==> src/rtl/mem_arbiter.sv <==
// mem_arbiter: single-port RAM arbiter, data over fetch; define STARVE_GUARD_EN to force fetch after STARVE_LIMIT denied cycles
module mem_arbiter #(
  parameter int STARVE_LIMIT = 4
) (
  input  logic        clk,
  input  logic        rst,
  input  logic        i_req,
  input  logic [31:0] i_addr,
  output logic        i_gnt,
  output logic        i_rvalid,
  output logic [31:0] i_rdata,
  input  logic        d_req,
  input  logic [31:0] d_addr,
  input  logic [31:0] d_wdata,
  input  logic [3:0]  d_we,
  output logic        d_gnt,
  output logic        d_rvalid,
  output logic [31:0] d_rdata,
  output logic        mem_ce,
  output logic [31:0] mem_addr,
  output logic [31:0] mem_wdata,
  output logic [3:0]  mem_we,
  input  logic [31:0] mem_rdata
);
  typedef enum logic [1:0] {IDLE, I_RD, D_RD} owner_t;
  owner_t owner;
  logic force_i;
  if (STARVE_LIMIT < 1 || STARVE_LIMIT > 15) begin : g_bad_limit
    $error("mem_arbiter: STARVE_LIMIT out of range 1..15");
  end
`ifdef STARVE_GUARD_EN
  logic [3:0] starve_cnt;
  assign force_i = i_req && starve_cnt == 4'(STARVE_LIMIT);
  always_ff @(posedge clk or negedge rst) begin
    if (!rst) starve_cnt <= '0;
    else if (i_gnt) starve_cnt <= '0;
    else if (i_req && starve_cnt != 4'(STARVE_LIMIT)) starve_cnt <= starve_cnt + 4'd1;
  end
`else
  assign force_i = 1'b0;
`endif
  always_comb begin
    d_gnt     = d_req && !force_i;
    i_gnt     = i_req && !d_gnt;
    mem_ce    = i_gnt || d_gnt;
    mem_addr  = i_gnt ? (i_addr & ~32'h3) : d_gnt ? (d_addr & ~32'h3) : 32'h0;
    mem_wdata = d_gnt ? d_wdata : 32'h0;
    mem_we    = d_gnt ? d_we : 4'h0;
    i_rvalid  = owner == I_RD;
    d_rvalid  = owner == D_RD;
    i_rdata   = i_rvalid ? mem_rdata : 32'h0;
    d_rdata   = d_rvalid ? mem_rdata : 32'h0;
  end
  always_ff @(posedge clk or negedge rst) begin
    if (!rst) owner <= IDLE;
    else owner <= i_gnt ? I_RD : (d_gnt && d_we == 4'h0) ? D_RD : IDLE;
  end
endmodule

==> config.mk <==
export PLATFORM = sky130hd
export DESIGN_NAME = mem_arbiter
export DESIGN_NICKNAME = d
export VERILOG_FILES = /design/src/rtl/mem_arbiter.sv
export SDC_FILE = /design/constraint.sdc
export NUM_CORES = 1
export LEC_CHECK = 0
export BUFFER_PORTS_ARGS = -buffer_cell sky130_fd_sc_hd__buf_4
export CAP_MARGIN = 25
export CORE_AREA = 2 2 107 109
export CTS_BUF_LIST = sky130_fd_sc_hd__clkbuf_16
export DETAILED_ROUTE_END_ITERATION = 12
export DIE_AREA = 0 0 109 111
export PLACE_DENSITY_LB_ADDON = 0.2
export SLEW_MARGIN = 10
export SYNTH_ARGS = -nofsm -noshare
export SYNTH_HDL_FRONTEND = slang
export SYNTH_SLANG_ARGS = --single-unit
export TNS_END_PERCENT = 20
==> constraint.sdc <==
create_clock -name clk -period 1.1 [get_ports clk]
set_input_delay 0.055 -clock clk [delete_from_list [all_inputs] [get_ports clk]]
set_output_delay 0.055 -clock clk [all_outputs]
set_load 0.02 [all_outputs]
==> flow_summary_export.csv <==
group,metric,value,unit
status,status,"complete, but fails checks",
status,failed_checks,"setup timing",
finish,seqCellArea,50.0,um^2
critical_path,start_kind,"flip-flop",
finish,drive_above_1_share,0.695,
floorplanning,fp.dieArea,12100,um^2
detailed_routing,wire_per_inst,12.3,um
floorplanning,core_area,11100,um^2
yosys,avgSynthCellArea,7.15,um^2
clock_tree,cts_root_buf,"clkbuf_16",
placement,dp_slack,-0.0260,ns
finish,top_register,"owner",
clock_tree,cts_tree,"done",
yosys,yosys_warnings,0,
placement,gp_congestion,0.681,
yosys,synth_area_leader_cell,"and2_1",
finish,top_regs,"owner: 2 flops",
placement,io_buffers,266,
yosys,syn_area,1140,um^2
sta,period_share,1.20,
placement,dpl_cell_area,3260,um^2
floorplanning,initial_utilization,0.103,
detailed_routing,vias,2127,
detailed_routing,drtAntennaViolNets,0,
placement,post-dp-hpwl,5980,um
finish,antenna_cells,0,
finish,design_area,3560,um^2
sta,hold_viol,0,
sta,rsz0062_at_grt,"yes",
finish,finalNetCount,555,
clock_tree,clk_pin_slew,0.03,ns
critical_path,worstPathRequired,1.04,ns
pwr,finalPower,1.96,mW
critical_path,worstPathMaxFanout,23,
finish,fin_cells,560,
yosys,ys_types,13,
yosys,synth_seq_cells,2,
finish,area_growth_syn_to_layout,213,%
sta,fmax,0.754,GHz
critical_path,crit_path_end_kind,"primary output",
hold_path,hold_path_class,"in -> reg",
clock_tree,cts_sinks,2,
clock_tree,cts_setup_buffers,0,
placement,placed_cells,556,
pwr,p_per_area,550,nW/um^2
global_route,grt_max_degree,70,
finish,largest_reg_flops,2,
detailed_routing,viasPerCell,3.80,
detailed_routing,firstDrtPassIters,3,
global_route,gr-usage-all-layers,0.102,
global_route,grt_pass1_wl,9700,um
critical_path,worst_path_max_delay_cell,"dfrtp_1",
global_route,grt_pass1_vias,2079,
critical_path,crit_arrival,1.27,ns
critical_path,crit_type,"reg -> out",
sta,slew_viol_final,0,
global_route,grt_antenna_before_repair,0,
pwr,leakage,1.92,nW
finish,multi_input_area,973,um^2
finish,final.fill_count,1163,
critical_path,cp_num_buf_inv,2,
detailed_routing,drtIter0Drc,71,
yosys,yosysTopAreaCellShare,0.556,
floorplanning,die_w,109,um
floorplanning,die-height,111,um
critical_path,crit_chain,"and2b_2, buf_12, and2_1, buf_6",
global_route,grt_remaining_overflow,0,
detailed_routing,drc,0,
clock_tree,cts.htree.levels,1,
yosys,synth_area_leaders,"and2_1 56%, a22o_1 23%, buf_6 5.0%",
critical_path,critPathTopFamily,"simple AND/OR/NAND/NOR gates",
floorplanning,rows,39,
detailed_routing,drt-total-wl,6890,um
floorplanning,boundaryPins,273,
sta,setup_ws,-0.225,ns
run,maxCapViolations,0,
pwr,peakVddDrop,0.000374,V
sta,setup_viol,66,
clock_tree,clk_path_buf_depth,2,
sta,period_needed,1.33,ns
critical_path,slowest_delay,0.37,ns
clock_tree,cts-buffers-inserted,3,
yosys,syn_inst,159,
yosys,synth_seq_area_share,0.0440,
cell usage after synthesis:
master / n
buf_4: 6
or2_1: 1
and2b_1: 1
nor2b_4: 1
buf_6: 5
conb_1: 1
a22o_1: 30
and2_1: 101
dfrtp_1: 2
nor2b_2: 1
buf_2: 8
clkbuf_2: 1
nor4_1: 1
metal layers:
metal / up-vias / part of all wire / global-route usage
li1: 1035 / - / -
met1: 924 / 0.27 / 0.0794
met2: 164 / 0.58 / 0.223
met3: 4 / 0.14 / 0.0294
met4: 0 / 0.010 / 0.0333
met5: - / 0 / 0
metrics by stage:
step / hold slack (ns) / util / TNS (ns)
3_5_place_dp: -0.162 / 0.294 / -0.223
3_3_place_gp: -0.160 / 0.294 / -0.0136
2_1_floorplan: -0.241 / - / 0
5_1_grt: 0.165 / 0.322 / -15.83
6_report: 0.148 / 0.322 / -11.88
4_1_cts: 0.153 / 0.321 / -12.99
kinds of logic (layout without fill, tap and decap cells):
family	after synthesis	after routing	synth area share
buffers and inverters	20	277	0.129
and+or+nand+nor	106	106	0.593
AOI/OAI and AO/OA	30	30	0.231
other	1	2	0.00330
DFF	2	2	0.0440
final timing paths:
check | startpoint | slack, ns | to | depth (start not counted)
worst max-delay path | owner[0] | -0.23 | i_rdata[22] | 4
worst min-delay path | d_we[3] | 0.15 | owner[1] | 3
max in group asynchronous | rst | 0.84 | owner[1] | 2
min in group asynchronous | rst | 0.17 | owner[0] | 2
what timing repair did:
item,CTS,global route
pin swaps,2,6
setup endpoints to repair,66,66
hold endpoints to repair,2,0
hold buffers,1,0
resized for setup,61,1
power breakdown:
group | total (mW) | internal, mW | switching, mW
Combinational | 1.34 | 0.751 | 0.587
Sequential | 0.0779 | 0.0766 | 0.00130
Clock | 0.545 | 0.462 | 0.0826
Total | 1.96 | 1.29 | 0.671
cell type report:
| class | count | area share |
|---|---|---|
| clock buffer | 3 | 0.0211 |
| multi-input combinational | 138 | 0.273 |
| timing repair buffer | 274 | 0.641 |
| tap | 143 | 0.0502 |
| sequential | 2 | 0.0140 |
layout by cell type (no fill, tap or decap):
cell type      synthesis  final
buf_4                  6    220
clkbuf_16              0      3
a22o_1                30     30
nor2b_4                1      1
and2b_2                0      1
and2_4                 0     11
buf_12                 0      3
nor4_1                 1      1
dlygate4sd3_1          0      1
and2_1               101     90
or2_1                  1      1
nor2b_2                1      1
conb_1                 1      2
dfrtp_1                2      2
buf_6                  5     50
tightest hold or removal path, delay by kind of cell:
kind                   cells  cell delay, ns
buffers and inverters      1            0.08
AND/OR/NAND/NOR            2            0.18
No activity file was read; power rests on OpenSTA's default activity.
